File: config.mk
export PLATFORM = sky130hd
export DESIGN_NAME = vedm_industries
export DESIGN_NICKNAME = d
export VERILOG_FILES = /design/src/rtl/vedm_pkg.sv /design/src/rtl/vedm_moving_avg.sv /design/src/rtl/vedm_industries.sv
export SDC_FILE = /design/constraint.sdc
export NUM_CORES = 1
export LEC_CHECK = 0
export ABC_CLOCK_PERIOD_IN_PS = 4000
export BUFFER_PORTS_ARGS = -buffer_cell sky130_fd_sc_hd__buf_4
export CORE_UTILIZATION = 50
export CTS_BUF_LIST = sky130_fd_sc_hd__clkbuf_2
export DETAILED_ROUTE_END_ITERATION = 8
export GPL_TIMING_DRIVEN = 0
export PLACE_DENSITY = 0.75
export SYNTH_ARGS = -nofsm -noshare
export SYNTH_HDL_FRONTEND = slang
export SYNTH_SLANG_ARGS = --single-unit
export TNS_END_PERCENT = 5
File: constraint.sdc
create_clock -name clk -period 4 [get_ports clk]
set_input_delay 0.8 -clock clk [delete_from_list [all_inputs] [get_ports clk]]
set_output_delay 0.8 -clock clk [all_outputs]
set_load 0.05 [all_outputs]
File: src/rtl/vedm_pkg.sv
// Shared widths, conversion constants and the saturating gain function
// for the vedm converter tile.
package vedm_pkg;

   localparam int SAMPLE_W   = 8;
   localparam int SUM_W      = 10;
   localparam int GAIN_SHIFT = 1;
   localparam int AVG_DEPTH  = 4;
   localparam int AVG_SHIFT  = $clog2(AVG_DEPTH);

   // Left-shift by GAIN_SHIFT in a widened word; any bit pushed above
   // SAMPLE_W means overflow and the result clamps to all-ones.
   function automatic logic [SAMPLE_W-1:0] sat_shift(input logic [SAMPLE_W-1:0] sample);
      logic [SAMPLE_W+GAIN_SHIFT-1:0] conv;
      conv = {sample, {GAIN_SHIFT{1'b0}}};
      if (conv[SAMPLE_W+GAIN_SHIFT-1:SAMPLE_W] != '0)
         return '1;
      else
         return conv[SAMPLE_W-1:0];
   endfunction

endpackage

File: src/rtl/vedm_moving_avg.sv
// AVG_DEPTH-deep history of converted samples with a running sum;
// the registered average includes the sample arriving on the same edge.
module vedm_moving_avg
   import vedm_pkg::*;
(
   input  logic                clk,
   input  logic                rst_n,
   input  logic [SAMPLE_W-1:0] din,
   output logic [SAMPLE_W-1:0] avg
);

   logic [SAMPLE_W-1:0] tap_q [AVG_DEPTH];
   logic [SUM_W-1:0]    sum_q;
   logic [SUM_W-1:0]    sum_d;
   logic [SAMPLE_W-1:0] avg_q;

   // Sum never exceeds AVG_DEPTH*255, so the subtraction cannot underflow.
   always_comb begin
      sum_d = sum_q + {{(SUM_W-SAMPLE_W){1'b0}}, din}
                    - {{(SUM_W-SAMPLE_W){1'b0}}, tap_q[AVG_DEPTH-1]};
   end

   always_ff @(posedge clk) begin
      if (!rst_n) begin
         for (int i = 0; i < AVG_DEPTH; i++) tap_q[i] <= '0;
         sum_q <= '0;
         avg_q <= '0;
      end else begin
         tap_q[0] <= din;
         for (int i = 1; i < AVG_DEPTH; i++) tap_q[i] <= tap_q[i-1];
         sum_q <= sum_d;
         avg_q <= sum_d[AVG_SHIFT +: SAMPLE_W];
      end
   end

   assign avg = avg_q;

endmodule

File: src/rtl/vedm_industries.sv
// Converter tile top: registered saturating x2 gain on uo_out and a
// moving average of the converted value on uio_out.
module vedm_industries
   import vedm_pkg::*;
(
   input  logic       clk,
   input  logic       rst_n,
   input  logic       ena,
   input  logic [7:0] ui_in,
   output logic [7:0] uo_out,
   input  logic [7:0] uio_in,
   output logic [7:0] uio_out,
   output logic [7:0] uio_oe
);

   logic [SAMPLE_W-1:0] conv_d;
   logic [SAMPLE_W-1:0] conv_q;
   logic [SAMPLE_W-1:0] avg;

   assign conv_d = sat_shift(ui_in);

   always_ff @(posedge clk) begin
      if (!rst_n) conv_q <= '0;
      else        conv_q <= conv_d;
   end

   // Fed from the combinational conversion so taps align with uo_out.
   vedm_moving_avg u_avg (
      .clk   (clk),
      .rst_n (rst_n),
      .din   (conv_d),
      .avg   (avg)
   );

   assign uo_out  = conv_q;
   assign uio_out = avg;
   assign uio_oe  = 8'hFF;

   // Tile-ring inputs the design has no use for.
   wire unused_ok = &{ena, uio_in, 1'b0};

endmodule

* Yosys cells after proc, flatten, opt, wreduce, memory -nomap -nowiden *
Memory sizes are Yosys's and may differ from the RTL's.
Index checks and enable logic that the tools add are counted.

storage, ports and cells
  flip-flop bits (word level) = 26
  bits in writable memories = 32
  input port bits = 19
  output and inout port bits = 24
  word-level logic and storage cells = 17
  memories kept = 1

memory list
  name         depth  bits a word  rd ports  clocked after Yosys merged registers in  wr ports  RTL line               RTL
  u_avg.tap_q  4      8            4         0                                        4         vedm_moving_avg.sv:12  logic [SAMPLE_W-1:0] tap_q [AVG_DEPTH];

cells by class
  add/sub/neg operators = 2
  muxes and demuxes = 7
  bitwise operators = 4

operators with widths
  operator                                       number
  8-bit two-way mux                              5
  10-bit by 8-bit adder with 10-bit output       1
  10-bit by 8-bit subtractor with 10-bit output  1
  1-bit bitwise OR                               4
  1-bit two-way mux                              2

* Logic depth before layout (Yosys ltp) *
Gate-level depths: netlist of run 1.

  depth in word-level cells = 3
  gate-level depth with buffers = 11
  gate-level depth less buffers = 11

* Modules after synthesis *
From an unflattened synthesis of run 1, not the netlist that was laid out.

unflattened totals
  cells, all modules = 219
  area total of the unflattened synthesis = 2162.1 um2

by module, submodules not included
  module           times used  cells each  area each (um2)  seq. area each (um2)
  vedm_moving_avg  1           185         1818.0           840.8
  vedm_industries  1           34          344.1            160.2

* Worst setup path before layout of run 1 *
No wires, ideal clock.

  kind = input to register
  from = input port ui_in[7]
  to = register u_avg.avg_q[6] (netlist: u_avg.avg[6])
  data arrival time = 3.005 ns
  required time = 3.928 ns
  path slack = 0.924 ns
  cell stages on the path = 8
  path buffers = 0
  path through = or2_2 -> fa_1 -> ha_1 -> nor2b_4 -> o31a_1 -> or4_1 -> a31oi_1 -> mux2i_1

on the way
  cells in the longest elaborated chain, start to end = 3

ends and longest elaborated chain
  element                                        RTL line               RTL
  start: declaration                             vedm_industries.sv:9   input logic [7:0] ui_in,
  8-bit two-way mux                              vedm_pkg.sv:16         if (conv[SAMPLE_W+GAIN_SHIFT-1:SAMPLE_W] != '0)
  10-bit by 8-bit adder with 10-bit output       vedm_moving_avg.sv:19  sum_d = sum_q + {{(SUM_W-SAMPLE_W){1'b0}}, din}
  10-bit by 8-bit subtractor with 10-bit output  vedm_moving_avg.sv:20  - {{(SUM_W-SAMPLE_W){1'b0}}, tap_q[AVG_DEPTH-1]};
  end signal: assignment                         vedm_moving_avg.sv:32  avg_q <= sum_d[AVG_SHIFT +: SAMPLE_W];
  end: declaration                               vedm_moving_avg.sv:15  logic [SAMPLE_W-1:0] avg_q;

Every way passes these cells.
A chain may end at the register's enable or synchronous reset.

* Worst setup path after layout of run 1 *
  from = input port ui_in[7]
  to = register u_avg.avg_q[6] (netlist: u_avg.avg[6])

on the way
  cells in the longest elaborated chain, start to end = 3

ends and longest elaborated chain
  element                                        RTL line               RTL
  8-bit two-way mux                              vedm_pkg.sv:16
  named net conv_d[2]                            vedm_industries.sv:16  logic [SAMPLE_W-1:0] conv_d;
  10-bit by 8-bit adder with 10-bit output       vedm_moving_avg.sv:19
  10-bit by 8-bit subtractor with 10-bit output  vedm_moving_avg.sv:20

The timed path passes the listed nets, and every way through them passes these cells.

==> run_summary.xml, run 1 <==
<?xml version="1.0" encoding="UTF-8"?>
<metrics>
  <group name="critical_path">
    <metric name="worstReg2RegStart" unit="">u_avg.tap_q[3][2]</metric>
    <metric name="timing.critical_path.cells" unit="">buf_4 &gt; or2_2 &gt; fa_1 &gt; ha_1 &gt; nor2b_4 &gt; o31a_1 &gt; or4_1 &gt; a31oi_1 &gt; mux2i_1</metric>
    <metric name="r2r_cells" unit="">8</metric>
    <metric name="cpLargestDelayFamily" unit="">simple AND/OR/NAND/NOR gates</metric>
    <metric name="endpoint_kind" unit="">register</metric>
    <metric name="timing.critical_path.from_type" unit="">input port</metric>
    <metric name="slowest_delay" unit="ps">440</metric>
    <metric name="r2r_end" unit="">u_avg.avg[6]</metric>
    <metric name="worstPathRequired" unit="ps">4330</metric>
    <metric name="crit_type" unit="">input port to register</metric>
    <metric name="cp_num_buf_inv" unit="">1</metric>
    <metric name="arrival" unit="ps">3320</metric>
    <metric name="rrSetupSlack" unit="ps">1470</metric>
    <metric name="cp_max_fo" unit="">9</metric>
    <metric name="cell_type_of_the_slowest_stage_on_the_worst_timing_path" unit="">sky130_fd_sc_hd__fa_1</metric>
  </group>
  <group name="yosys">
    <metric name="ys_seq_elements" unit="">42</metric>
    <metric name="yosys.area.top_type_share" unit="%">45.71</metric>
    <metric name="synth-async-reset-ratio" unit="%">0</metric>
    <metric name="edff_count_synth" unit="">0</metric>
    <metric name="synth_area" unit="mm²">0.001839</metric>
    <metric name="yosysMostFrequentCell" unit="">sky130_fd_sc_hd__dfxtp_1</metric>
    <metric name="yosysWarnings" unit="">0</metric>
    <metric name="synth_sequential_area_ratio" unit="%">45.71</metric>
    <metric name="post_synth.cell_area_avg" unit="µm²">10.28</metric>
    <metric name="yosys-top-cells-count" unit="">42 x sky130_fd_sc_hd__dfxtp_1, 33 x sky130_fd_sc_hd__and2_1, 16 x sky130_fd_sc_hd__buf_4</metric>
    <metric name="post_synth_main_area_contributors" unit="">sky130_fd_sc_hd__dfxtp_1 46%, sky130_fd_sc_hd__and2_1 11%, sky130_fd_sc_hd__fa_1 8.7%, sky130_fd_sc_hd__ha_1 6.8%, sky130_fd_sc_hd__buf_4 6.5%</metric>
    <metric name="ys.flop_type" unit="">sky130_fd_sc_hd__dfxtp_1</metric>
    <metric name="synth_cell_type_count" unit="">29</metric>
    <metric name="synth_largest_area_cell" unit="">sky130_fd_sc_hd__dfxtp_1</metric>
    <metric name="post_synth_inst_count" unit="">179</metric>
  </group>
  <group name="timing">
    <metric name="unrepaired_setup_endpoints_after_global_routing" unit="">false</metric>
    <metric name="min_period" unit="ps">2990</metric>
    <metric name="final.period_utilization" unit="%">74.74</metric>
    <metric name="finalWorstSetupSlack" unit="ps">1010</metric>
    <metric name="achievable-frequency" unit="GHz">0.3345</metric>
    <metric name="finalMaxSlewViolations" unit="">0</metric>
    <metric name="finalHoldViolCount" unit="">0</metric>
    <metric name="setup-tns-final" unit="ps">0</metric>
    <metric name="clock_skews" unit="ps">11.31</metric>
    <metric name="report.final.setup_viol" unit="">0</metric>
  </group>
  <group name="power_and_ir_drop">
    <metric name="power_leakage" unit="nW">0.9906</metric>
    <metric name="power" unit="mW">1.416</metric>
    <metric name="power_per_cell_area" unit="mW/mm²">649.9</metric>
    <metric name="ir_drop" unit="µV">348.8</metric>
  </group>
  <group name="clock_network">
    <metric name="tritoncts" unit="">done</metric>
    <metric name="cts_buffers" unit="">5</metric>
    <metric name="cts-resized-gates" unit="">0</metric>
    <metric name="cts_stage_hold_buffer_count" unit="">0</metric>
    <metric name="cts_max_level" unit="">2</metric>
    <metric name="worstSkewPairLatency" unit="ps">390</metric>
    <metric name="clk_pin_slew" unit="ps">200</metric>
    <metric name="cts.path.max_buffers" unit="">2</metric>
    <metric name="cts_setup_buffers" unit="">0</metric>
    <metric name="clock_sink_count" unit="">42</metric>
    <metric name="cts.root.buffer_cell" unit="">sky130_fd_sc_hd__clkbuf_2</metric>
  </group>
  <group name="placed_design">
    <metric name="globalplace.congestion" unit="">0.7692</metric>
    <metric name="dp_slack" unit="ps">602.9</metric>
    <metric name="placement.io_buffers" unit="">25</metric>
    <metric name="placed_area" unit="mm²">0.002111</metric>
    <metric name="post_detailed_placement_half_perimeter_wirelength" unit="µm">2409</metric>
  </group>
  <group name="die">
    <metric name="fp.dieW" unit="µm">62.65</metric>
    <metric name="fp.dieArea" unit="mm²">0.003925</metric>
    <metric name="ioPinCount" unit="">43</metric>
    <metric name="placementRows" unit="">21</metric>
    <metric name="die_height" unit="µm">62.65</metric>
    <metric name="initial_core_util" unit="%">53.44</metric>
    <metric name="core_area" unit="mm²">0.003442</metric>
  </group>
  <group name="drt">
    <metric name="dr.pass1.iters" unit="">4</metric>
    <metric name="drt_via_density" unit="">4.698</metric>
    <metric name="totalWireLength" unit="µm">3091</metric>
    <metric name="detail_route.iter0.violations" unit="">11</metric>
    <metric name="vias" unit="">1245</metric>
    <metric name="detail_route.wl_per_cell" unit="µm">11.66</metric>
    <metric name="final_antenna_net_count" unit="">0</metric>
    <metric name="remaining_drc_errors" unit="">0</metric>
  </group>
  <group name="global_routing">
    <metric name="first_global_vias" unit="">1279</metric>
    <metric name="grt.busiest_layer" unit="">met2</metric>
    <metric name="grt_first_pass_wirelength" unit="µm">5520</metric>
    <metric name="maximum_number_of_pins_on_one_net_before_global_route_repair" unit="">14</metric>
    <metric name="grt_use_met3" unit="%">5.109</metric>
    <metric name="grtUsageMet2" unit="%">31.25</metric>
    <metric name="initial_antenna_violation_count" unit="">0</metric>
    <metric name="grt_util_met1" unit="%">21.44</metric>
    <metric name="all_layer_global_routing_usage" unit="%">18.34</metric>
    <metric name="gr-total-overflow" unit="">0</metric>
  </group>
  <group name="layout">
    <metric name="post-route-cell-area" unit="mm²">0.002178</metric>
    <metric name="final_nets" unit="">255</metric>
    <metric name="proportion_of_layout_cells_with_a_drive_suffix_above_1" unit="%">26.48</metric>
    <metric name="antenna_fix_cells" unit="">0</metric>
    <metric name="area_growth_syn_to_layout" unit="%">18.44</metric>
  </group>
  <group name="flow_run">
    <metric name="maxcap_violations" unit="">0</metric>
  </group>
  <group name="worst_hold_path">
    <metric name="end_point_of_the_worst_hold_path" unit="">u_avg.tap_q[2][6]</metric>
    <metric name="holdCritPathClass" unit="">register to register</metric>
    <metric name="number_of_stages_on_the_worst_hold_path" unit="">1</metric>
    <metric name="timing.hold.worst.start" unit="">u_avg.tap_q[1][6]</metric>
  </group>
  <group name="outcome">
    <metric name="outcome" unit="">finished clean</metric>
  </group>
</metrics>
cell usage in the layout, fill, tap and decap left out, drive strengths merged, types with 2 or more instances in the layout:
cell type and count:
inv 15, o21a 3, or2 7, a21oi 6, nor2 4, o21ai 5, conb 8, nand2b 2
xor2 2, ha 10, and2 33, a211oi 2, a21o 2, fa 8, dfxtp 42, nor3 4
nand2 4, buf 41, clkbuf 9
state kept, by name, summed over array words and instances (netlist names):
signal       count
u_avg.tap_q     32
u_avg.avg        8
u_avg.sum_q      2
where the power goes:
part / internal [mW] / switching (mW)
sequential: 0.471 / 0.0340
clock: 0.108 / 0.134
combinational: 0.284 / 0.385
cell families (layout without fill, tap and decap cells):
family,count (synthesis),count (layout),synth area share (%)
AOI/OAI and AO/OA,20,20,6.666
DFF,42,42,45.71
and+or+nand+nor,60,60,19.73
muxes,1,1,0.5442
buffers and inverters,34,67,10.20
other,1,8,0.2039
xor gates and xnor gates,3,3,1.429
adders and majority gates,18,18,15.51
worst max-delay path by stage:
stage                   from      endpoint  depth (start not counted)
floorplan           ui_in[7]  u_avg.avg[6]                          8
global placement    ui_in[7]  u_avg.avg[6]                          9
detailed placement  ui_in[7]  u_avg.avg[6]                          9
CTS                 ui_in[7]  u_avg.avg[6]                          9
global route        ui_in[7]  u_avg.avg[6]                          9
finish              ui_in[7]  u_avg.avg[6]                          9
cell type report:
cell class / count / area (µm²)
inverter: 15 / 56.30
clock inverter: 2 / 37.54
timing repair buffer: 25 / 187.7
fill: 308 / 1264
sequential: 42 / 840.8
buffer: 19 / 131.4
tap: 46 / 57.56
multi-input combinational: 110 / 837.1
clock buffer: 6 / 30.03
metal layers:
| metal | wire [µm] | vias to the layer above |
|---|---|---|
| met4 | 38 | 0 |
| li1 | - | 626 |
| met1 | 1393 | 586 |
| met5 | 0 | - |
| met3 | 135 | 5 |
| met2 | 1524 | 28 |
through the flow:
step / util [%] / hold WS, ps / instances
2_1_floorplan: - / 411.8 / 186
3_3_place_gp: 61.32 / 416.7 / 257
3_5_place_dp: 61.32 / 418.8 / 257
4_1_cts: 63.29 / 464.7 / 265
5_1_grt: 63.29 / 474.6 / 265
6_report: 63.29 / 458.8 / 265
worst register-to-register path, cell delays in order (launching register included):
cell and delay [ps]:
sky130_fd_sc_hd__dfxtp_1 360, sky130_fd_sc_hd__inv_1 50, sky130_fd_sc_hd__fa_1 460, sky130_fd_sc_hd__ha_1 350
sky130_fd_sc_hd__nor2b_4 150, sky130_fd_sc_hd__o31a_1 270, sky130_fd_sc_hd__or4_1 420, sky130_fd_sc_hd__a31oi_1 230
sky130_fd_sc_hd__mux2i_1 200
Power figures use the tool's default switching activity.
==> run 2, diff against run 1 <==
--- a/config.mk
+++ b/config.mk
@@ -5,13 +5,14 @@
 export SDC_FILE = /design/constraint.sdc
 export NUM_CORES = 1
 export LEC_CHECK = 0
-export ABC_CLOCK_PERIOD_IN_PS = 4000
+export ABC_AREA = 1
+export ABC_CLOCK_PERIOD_IN_PS = 3100
 export BUFFER_PORTS_ARGS = -buffer_cell sky130_fd_sc_hd__buf_4
 export CORE_UTILIZATION = 50
 export CTS_BUF_LIST = sky130_fd_sc_hd__clkbuf_2
 export DETAILED_ROUTE_END_ITERATION = 8
 export GPL_TIMING_DRIVEN = 0
-export PLACE_DENSITY = 0.75
+export PLACE_DENSITY = 0.74
 export SYNTH_ARGS = -nofsm -noshare
 export SYNTH_HDL_FRONTEND = slang
 export SYNTH_SLANG_ARGS = --single-unit
==> constraint.sdc (replaced) <==
create_clock -name clk -period 3.1 [get_ports clk]
set_input_delay 0.62 -clock clk [delete_from_list [all_inputs] [get_ports clk]]
set_output_delay 0.62 -clock clk [all_outputs]
set_load 0.05 [all_outputs]
==> run 2 against run 1 <==
Register-to-register slack got worse by 480 ps. Sequential share of layout area decreased by 2.7 points. Hold slack worse by 49 ps. Highest routed layer unchanged. Cell area is 7.5% higher. Synthesized area grew 9.2%. Non-clock buffer count rose by 1.
==> run_summary.xml, run 2 <==
<?xml version="1.0" encoding="UTF-8"?>
<metrics>
  <group name="outcome">
    <metric name="outcome" unit="">finished clean</metric>
  </group>
  <group name="yosys">
    <metric name="ys_seq_elements" unit="">42</metric>
    <metric name="ys.flop_type" unit="">sky130_fd_sc_hd__dfxtp_1</metric>
    <metric name="synth_cell_type_count" unit="">25</metric>
    <metric name="yosys.area.top_type_share" unit="%">41.87</metric>
    <metric name="synth_sequential_area_ratio" unit="%">41.87</metric>
    <metric name="synth_area" unit="mm²">0.002008</metric>
    <metric name="synth_largest_area_cell" unit="">sky130_fd_sc_hd__dfxtp_1</metric>
    <metric name="yosysMostFrequentCell" unit="">sky130_fd_sc_hd__inv_1</metric>
    <metric name="yosysWarnings" unit="">0</metric>
    <metric name="post_synth_main_area_contributors" unit="">sky130_fd_sc_hd__dfxtp_1 42%, sky130_fd_sc_hd__inv_1 11%, sky130_fd_sc_hd__nand2_1 11%, sky130_fd_sc_hd__fa_1 8.0%, sky130_fd_sc_hd__buf_4 6.4%</metric>
    <metric name="yosys-top-cells-count" unit="">59 x sky130_fd_sc_hd__inv_1, 57 x sky130_fd_sc_hd__nand2_1, 42 x sky130_fd_sc_hd__dfxtp_1</metric>
    <metric name="edff_count_synth" unit="">0</metric>
    <metric name="post_synth_inst_count" unit="">251</metric>
    <metric name="post_synth.cell_area_avg" unit="µm²">8.001</metric>
    <metric name="synth-async-reset-ratio" unit="%">0</metric>
  </group>
  <group name="layout">
    <metric name="most_flop_heavy_register" unit="">u_avg.tap_q</metric>
    <metric name="antenna_fix_cells" unit="">0</metric>
    <metric name="layout_commonest_cell" unit="">sky130_fd_sc_hd__inv_1</metric>
    <metric name="layout.filler_cells" unit="">326</metric>
    <metric name="area_growth_syn_to_layout" unit="%">16.64</metric>
    <metric name="layout.cells.most_common_list" unit="">59 x sky130_fd_sc_hd__inv_1, 57 x sky130_fd_sc_hd__nand2_1, 42 x sky130_fd_sc_hd__dfxtp_1</metric>
    <metric name="finish.cell_count_without_fillers" unit="">338</metric>
    <metric name="max_ffs_per_register" unit="">32</metric>
    <metric name="area_occupied_by_multi_input_gates" unit="µm²">813.3</metric>
    <metric name="final_nets" unit="">326</metric>
    <metric name="proportion_of_layout_cells_with_a_drive_suffix_above_1" unit="%">21.72</metric>
    <metric name="final-seq-area" unit="µm²">840.8</metric>
  </group>
  <group name="global_routing">
    <metric name="initial_antenna_violation_count" unit="">0</metric>
    <metric name="grt_first_pass_wirelength" unit="µm">5823</metric>
    <metric name="first_global_vias" unit="">1406</metric>
    <metric name="maximum_number_of_pins_on_one_net_before_global_route_repair" unit="">14</metric>
    <metric name="all_layer_global_routing_usage" unit="%">18.48</metric>
    <metric name="gr-total-overflow" unit="">0</metric>
  </group>
  <group name="critical_path">
    <metric name="slowest_delay" unit="ps">550</metric>
    <metric name="cp_max_fo" unit="">10</metric>
    <metric name="cpLargestDelayFamily" unit="">adder cells</metric>
    <metric name="cell_type_of_the_slowest_stage_on_the_worst_timing_path" unit="">sky130_fd_sc_hd__fa_1</metric>
    <metric name="cp_num_buf_inv" unit="">4</metric>
    <metric name="arrival" unit="ps">3090</metric>
    <metric name="worstPathRequired" unit="ps">3430</metric>
    <metric name="timing.critical_path.cells" unit="">buf_4 &gt; inv_1 &gt; clkbuf_1 &gt; nand2_1 &gt; fa_1 &gt; inv_1 &gt; fa_1 &gt; o21ai_4 &gt; nand2_2 &gt; a21oi_1 &gt; nor2_1</metric>
    <metric name="crit_type" unit="">input port to register</metric>
    <metric name="timing.critical_path.from_type" unit="">input port</metric>
    <metric name="endpoint_kind" unit="">register</metric>
  </group>
  <group name="drt">
    <metric name="detail_route.wl_per_cell" unit="µm">10.09</metric>
    <metric name="drt_via_density" unit="">4.376</metric>
    <metric name="dr.pass1.iters" unit="">4</metric>
    <metric name="totalWireLength" unit="µm">3410</metric>
    <metric name="final_antenna_net_count" unit="">0</metric>
    <metric name="vias" unit="">1479</metric>
    <metric name="remaining_drc_errors" unit="">0</metric>
    <metric name="detail_route.iter0.violations" unit="">47</metric>
  </group>
  <group name="timing">
    <metric name="clock_skews" unit="ps">9.232</metric>
    <metric name="achievable-frequency" unit="GHz">0.3612</metric>
    <metric name="timing.hold.ws" unit="ps">410.2</metric>
    <metric name="finalWorstSetupSlack" unit="ps">331.6</metric>
    <metric name="min_period" unit="ps">2768</metric>
    <metric name="finalHoldViolCount" unit="">0</metric>
    <metric name="final.period_utilization" unit="%">89.30</metric>
    <metric name="unrepaired_setup_endpoints_after_global_routing" unit="">false</metric>
    <metric name="finalMaxSlewViolations" unit="">0</metric>
    <metric name="report.final.setup_viol" unit="">0</metric>
  </group>
  <group name="placed_design">
    <metric name="placement.io_buffers" unit="">24</metric>
    <metric name="place_inst" unit="">330</metric>
    <metric name="dp_slack" unit="ps">-150.2</metric>
    <metric name="globalplace.congestion" unit="">0.7962</metric>
    <metric name="post_detailed_placement_half_perimeter_wirelength" unit="µm">2579</metric>
  </group>
  <group name="die">
    <metric name="placementRows" unit="">22</metric>
    <metric name="ioPinCount" unit="">43</metric>
    <metric name="fp.dieArea" unit="mm²">0.004274</metric>
    <metric name="core_area" unit="mm²">0.003744</metric>
    <metric name="die_height" unit="µm">65.38</metric>
    <metric name="initial_core_util" unit="%">53.64</metric>
    <metric name="fp.dieW" unit="µm">65.38</metric>
  </group>
  <group name="clock_network">
    <metric name="cts_stage_hold_buffer_count" unit="">0</metric>
    <metric name="clock_sink_count" unit="">42</metric>
    <metric name="cts-resized-gates" unit="">0</metric>
    <metric name="clk_pin_slew" unit="ps">210</metric>
    <metric name="cts_setup_buffers" unit="">0</metric>
    <metric name="cts_buffers" unit="">5</metric>
    <metric name="tritoncts" unit="">done</metric>
    <metric name="cts.path.max_buffers" unit="">2</metric>
    <metric name="cts_max_level" unit="">2</metric>
    <metric name="worstSkewPairLatency" unit="ps">410</metric>
    <metric name="cts.root.buffer_cell" unit="">sky130_fd_sc_hd__clkbuf_2</metric>
  </group>
  <group name="flow_run">
    <metric name="maxcap_violations" unit="">0</metric>
  </group>
  <group name="power_and_ir_drop">
    <metric name="power_per_cell_area" unit="mW/mm²">854.8</metric>
    <metric name="ir_drop" unit="µV">417.4</metric>
    <metric name="power_leakage" unit="nW">1.337</metric>
  </group>
  <group name="worst_hold_path">
    <metric name="holdCritPathClass" unit="">input port to register</metric>
  </group>
</metrics>
[run 2: cell count changes after synthesis, sizes merged, moves of 10 or more]
cell,before,now
a21oi,6,18
and2,33,0
nor2,4,14
nand2,4,62
inv,15,59
[run 2: logic make-up (layout without fill, tap and decap cells)]
kind of cell / count (synthesis) / after routing / synth area share, %
AND/OR/NAND/NOR: 86 / 86 / 18.01
buffers and inverters: 81 / 113 / 18.94
flip-flops: 42 / 42 / 41.87
AO/OA/AOI/OAI: 22 / 22 / 6.356
adder cells (fa/ha/maj): 18 / 18 / 14.21
other: 1 / 8 / 0.1867
XOR/XNOR: 1 / 1 / 0.4362
[run 2: per-stage QoR]
stage	area (µm²)	util [%]	power, mW	TNS [ps]
floorplan	2034	-	1.489	0
global placement	2275	60.76	1.666	-115.9
detailed placement	2275	60.76	1.688	-331.0
CTS	2342	62.57	2.011	0
global route	2342	62.57	2.155	0
finish	2342	62.57	2.002	0
[run 2: worst paths after layout]
kind                                        start                end  slack, ps  cells past startpoint
worst max-delay path                     ui_in[7]       u_avg.avg[4]        330                     11
worst min-delay path                     ui_in[7]  u_avg.tap_q[0][0]        410                      3
worst max register to register  u_avg.tap_q[3][1]       u_avg.avg[4]        990                      8
worst min register to register  u_avg.tap_q[2][1]  u_avg.tap_q[3][1]        430                      2
[run 2: per-layer routing]
layer,global-route usage [%],vias to the layer above,wire length [µm]
li1,-,791,-
met1,22.14,652,1590
met2,31.31,27,1602
met3,5.035,9,132
met4,7.065,0,84
met5,0,-,0
[run 2: worst register-to-register path, delay by kind of cell (launching register included)]
family / cells / cell delay (ps)
AOI/OAI and AO/OA: 2 / 400
and+or+nand+nor: 2 / 140
DFF: 1 / 350
buffers and inverters: 2 / 120
adders and majority gates: 2 / 1020
[run 2: report_power, final]
part	internal, mW	switching [mW]
combinational	0.387	0.639
sequential	0.609	0.0460
clock	0.139	0.180
total	1.14	0.866
[run 2: cell type report]
cell class | count | area share [%]
Tap cell | 48 | 2.564
Sequential cell | 42 | 35.90
Timing Repair Buffer | 24 | 7.692
Multi-Input combinational cell | 135 | 34.72
Clock buffer | 6 | 1.282
Clock inverter | 2 | 1.603
Inverter | 60 | 9.615
Buffer | 21 | 6.624
==> run 3, diff against run 2 <==
--- a/config.mk
+++ b/config.mk
@@ -8,11 +8,13 @@
 export ABC_AREA = 1
 export ABC_CLOCK_PERIOD_IN_PS = 3100
 export BUFFER_PORTS_ARGS = -buffer_cell sky130_fd_sc_hd__buf_4
-export CORE_UTILIZATION = 50
+export CELL_PAD_IN_SITES_DETAIL_PLACEMENT = 2
+export CELL_PAD_IN_SITES_GLOBAL_PLACEMENT = 2
+export CORE_UTILIZATION = 32
 export CTS_BUF_LIST = sky130_fd_sc_hd__clkbuf_2
 export DETAILED_ROUTE_END_ITERATION = 8
 export GPL_TIMING_DRIVEN = 0
-export PLACE_DENSITY = 0.74
+export PLACE_DENSITY = 0.81
 export SYNTH_ARGS = -nofsm -noshare
 export SYNTH_HDL_FRONTEND = slang
 export SYNTH_SLANG_ARGS = --single-unit
==> constraint.sdc (replaced) <==
create_clock -name clk -period 3.1 [get_ports clk]
set_input_delay 0.62 -clock clk [delete_from_list [all_inputs] [get_ports clk]]
set_output_delay 0.62 -clock clk [all_outputs]
set_load 0.1 [all_outputs]
==> run 3 against run 2 <==
First-iteration DRC count decreased by 23%. Clock skew increased by 4.3 ps. Hold slack improved by 7.3 ps. Largest cell class unchanged. Setup slack got worse by 120 ps. Via count increased by 8.1%. Critical path type unchanged. Non-clock buffer count unchanged. Sequential cell count unchanged.
==> run_summary.xml, run 3 (synthesized netlist as in run 2, its figures left out) <==
<?xml version="1.0" encoding="UTF-8"?>
<metrics>
  <group name="clock_network">
    <metric name="clk_pin_slew" unit="ps">220</metric>
    <metric name="cts_max_level" unit="">2</metric>
    <metric name="cts.path.max_buffers" unit="">2</metric>
    <metric name="cts_setup_buffers" unit="">0</metric>
    <metric name="worstSkewPairLatency" unit="ps">410</metric>
    <metric name="tritoncts" unit="">done</metric>
    <metric name="cts_buffers" unit="">5</metric>
    <metric name="cts_stage_hold_buffer_count" unit="">0</metric>
    <metric name="cts-resized-gates" unit="">0</metric>
    <metric name="clock_sink_count" unit="">42</metric>
    <metric name="cts.root.buffer_cell" unit="">sky130_fd_sc_hd__clkbuf_2</metric>
  </group>
  <group name="layout">
    <metric name="layout.cells.most_common_list" unit="">59 x sky130_fd_sc_hd__inv_1, 57 x sky130_fd_sc_hd__nand2_1, 42 x sky130_fd_sc_hd__dfxtp_1</metric>
    <metric name="post-route-cell-area" unit="mm²">0.002376</metric>
    <metric name="antenna_fix_cells" unit="">0</metric>
    <metric name="max_ffs_per_register" unit="">32</metric>
    <metric name="layout.filler_cells" unit="">711</metric>
    <metric name="proportion_of_layout_cells_with_a_drive_suffix_above_1" unit="%">21.72</metric>
    <metric name="final_nets" unit="">326</metric>
    <metric name="most_flop_heavy_register" unit="">u_avg.tap_q</metric>
    <metric name="area_growth_syn_to_layout" unit="%">18.32</metric>
    <metric name="layout_commonest_cell" unit="">sky130_fd_sc_hd__inv_1</metric>
  </group>
  <group name="worst_hold_path">
    <metric name="number_of_stages_on_the_worst_hold_path" unit="">3</metric>
    <metric name="holdCritPathClass" unit="">input port to register</metric>
    <metric name="timing.hold.worst.start" unit="">ui_in[7]</metric>
    <metric name="end_point_of_the_worst_hold_path" unit="">u_avg.tap_q[0][0]</metric>
  </group>
  <group name="timing">
    <metric name="finalMaxSlewViolations" unit="">0</metric>
    <metric name="achievable-frequency" unit="GHz">0.3463</metric>
    <metric name="report.final.setup_viol" unit="">0</metric>
    <metric name="min_period" unit="ps">2887</metric>
    <metric name="final.period_utilization" unit="%">93.14</metric>
    <metric name="unrepaired_setup_endpoints_after_global_routing" unit="">false</metric>
    <metric name="finalWorstSetupSlack" unit="ps">212.5</metric>
    <metric name="finalHoldViolCount" unit="">0</metric>
    <metric name="clock_skews" unit="ps">13.55</metric>
  </group>
  <group name="critical_path">
    <metric name="rrSetupSlack" unit="ps">930</metric>
    <metric name="timing.critical_path.cells" unit="">buf_4 &gt; inv_1 &gt; clkbuf_1 &gt; nand2_1 &gt; fa_1 &gt; inv_1 &gt; fa_1 &gt; o21ai_4 &gt; nand2_2 &gt; a21oi_1 &gt; nor2_1</metric>
    <metric name="worstPathRequired" unit="ps">3430</metric>
    <metric name="arrival" unit="ps">3210</metric>
    <metric name="r2r_cells" unit="">8</metric>
    <metric name="worstReg2RegStart" unit="">u_avg.tap_q[3][1]</metric>
    <metric name="endpoint_kind" unit="">register</metric>
    <metric name="cp_max_fo" unit="">10</metric>
    <metric name="crit_type" unit="">input port to register</metric>
    <metric name="cp_num_buf_inv" unit="">4</metric>
    <metric name="cell_type_of_the_slowest_stage_on_the_worst_timing_path" unit="">sky130_fd_sc_hd__fa_1</metric>
    <metric name="cpLargestDelayFamily" unit="">adder cells</metric>
    <metric name="slowest_delay" unit="ps">550</metric>
    <metric name="r2r_end" unit="">u_avg.avg[6]</metric>
    <metric name="timing.critical_path.from_type" unit="">input port</metric>
  </group>
  <group name="global_routing">
    <metric name="maximum_number_of_pins_on_one_net_before_global_route_repair" unit="">14</metric>
    <metric name="first_global_vias" unit="">1645</metric>
    <metric name="initial_antenna_violation_count" unit="">0</metric>
    <metric name="grt_first_pass_wirelength" unit="µm">7907</metric>
    <metric name="gr-total-overflow" unit="">0</metric>
    <metric name="all_layer_global_routing_usage" unit="%">16.61</metric>
  </group>
  <group name="drt">
    <metric name="vias" unit="">1599</metric>
    <metric name="totalWireLength" unit="µm">4871</metric>
    <metric name="detail_route.iter0.violations" unit="">36</metric>
    <metric name="detail_route.wl_per_cell" unit="µm">13.35</metric>
    <metric name="final_antenna_net_count" unit="">0</metric>
    <metric name="remaining_drc_errors" unit="">0</metric>
    <metric name="drt_via_density" unit="">4.381</metric>
    <metric name="dr.pass1.iters" unit="">4</metric>
  </group>
  <group name="die">
    <metric name="fp.dieW" unit="µm">81.22</metric>
    <metric name="placementRows" unit="">28</metric>
    <metric name="die_height" unit="µm">81.22</metric>
    <metric name="initial_core_util" unit="%">33.52</metric>
    <metric name="core_area" unit="mm²">0.005991</metric>
    <metric name="fp.dieArea" unit="mm²">0.006597</metric>
    <metric name="ioPinCount" unit="">43</metric>
  </group>
  <group name="placed_design">
    <metric name="post_detailed_placement_half_perimeter_wirelength" unit="µm">4059</metric>
    <metric name="dp_slack" unit="ps">-294.3</metric>
    <metric name="globalplace.congestion" unit="">0.6689</metric>
    <metric name="placed_area" unit="mm²">0.002308</metric>
    <metric name="placement.io_buffers" unit="">24</metric>
  </group>
  <group name="flow_run">
    <metric name="maxcap_violations" unit="">0</metric>
  </group>
  <group name="power_and_ir_drop">
    <metric name="power_per_cell_area" unit="mW/mm²">952.3</metric>
    <metric name="power_leakage" unit="nW">1.337</metric>
    <metric name="ir_drop" unit="µV">387.0</metric>
  </group>
  <group name="outcome">
    <metric name="outcome" unit="">finished clean</metric>
  </group>
</metrics>
[run 3: cell counts in the layout (fill, tap and decap cells not counted)]
No cell type changed its count.
[run 3: how the worst max path moves through the flow]
stage               slack (ps)  cells past startpoint     start      endpoint
floorplan                  410                     10  ui_in[7]  u_avg.avg[6]
global placement          -180                     11  ui_in[7]  u_avg.avg[6]
detailed placement        -290                     11  ui_in[7]  u_avg.avg[6]
CTS                        170                     11  ui_in[7]  u_avg.avg[6]
global route                80                     11  ui_in[7]  u_avg.avg[6]
finish                     210                     11  ui_in[7]  u_avg.avg[6]
[run 3: worst register-to-register path: cells and delay by family (launching register included)]
kind	cells	cell delay [ps]
AOI/OAI and AO/OA	2	410
buffers and inverters	2	120
adders and majority gates	2	1050
DFF	1	360
and+or+nand+nor	2	150
[run 3: where the power goes]
part           leakage, nW  internal, mW  switching (mW)
combinational        0.950         0.392           0.879
sequential           0.347         0.610          0.0520
clock               0.0392         0.139           0.191
total                 1.34          1.14            1.12
[run 3: layer usage]
layer  wire length, µm  GRT usage, %  vias to the layer above
met5                 0             0                        -
met4                45         4.286                        0
met3               121         3.371                        6
met2              2649         31.26                       26
met1              2055         18.83                      775
li1                  -             -                      792
[run 3: layout make-up]
cell class | count | area, µm² | area share (%)
well taps | 75 | 93.84 | 3.949
clock buffers | 6 | 30.03 | 1.264
inverters | 60 | 225.2 | 9.479
multi-input cells | 135 | 813.3 | 34.23
plain buffers | 21 | 155.1 | 6.530
flip-flops and latches | 42 | 840.8 | 35.39
clock inverters | 2 | 37.54 | 1.580
repair buffers | 24 | 180.2 | 7.583
[run 3: through the flow]
stage	power, mW	setup TNS (ps)	hold slack (ps)	util [%]	std cells
5_1_grt	2.435	0	389.5	39.66	365
4_1_cts	2.302	0	401.1	39.66	365
2_1_floorplan	1.698	0	390.5	-	258
3_5_place_dp	1.962	-869.6	405.4	38.53	357
3_3_place_gp	1.909	-399.1	391.9	38.53	357
6_report	2.263	0	417.5	39.66	365
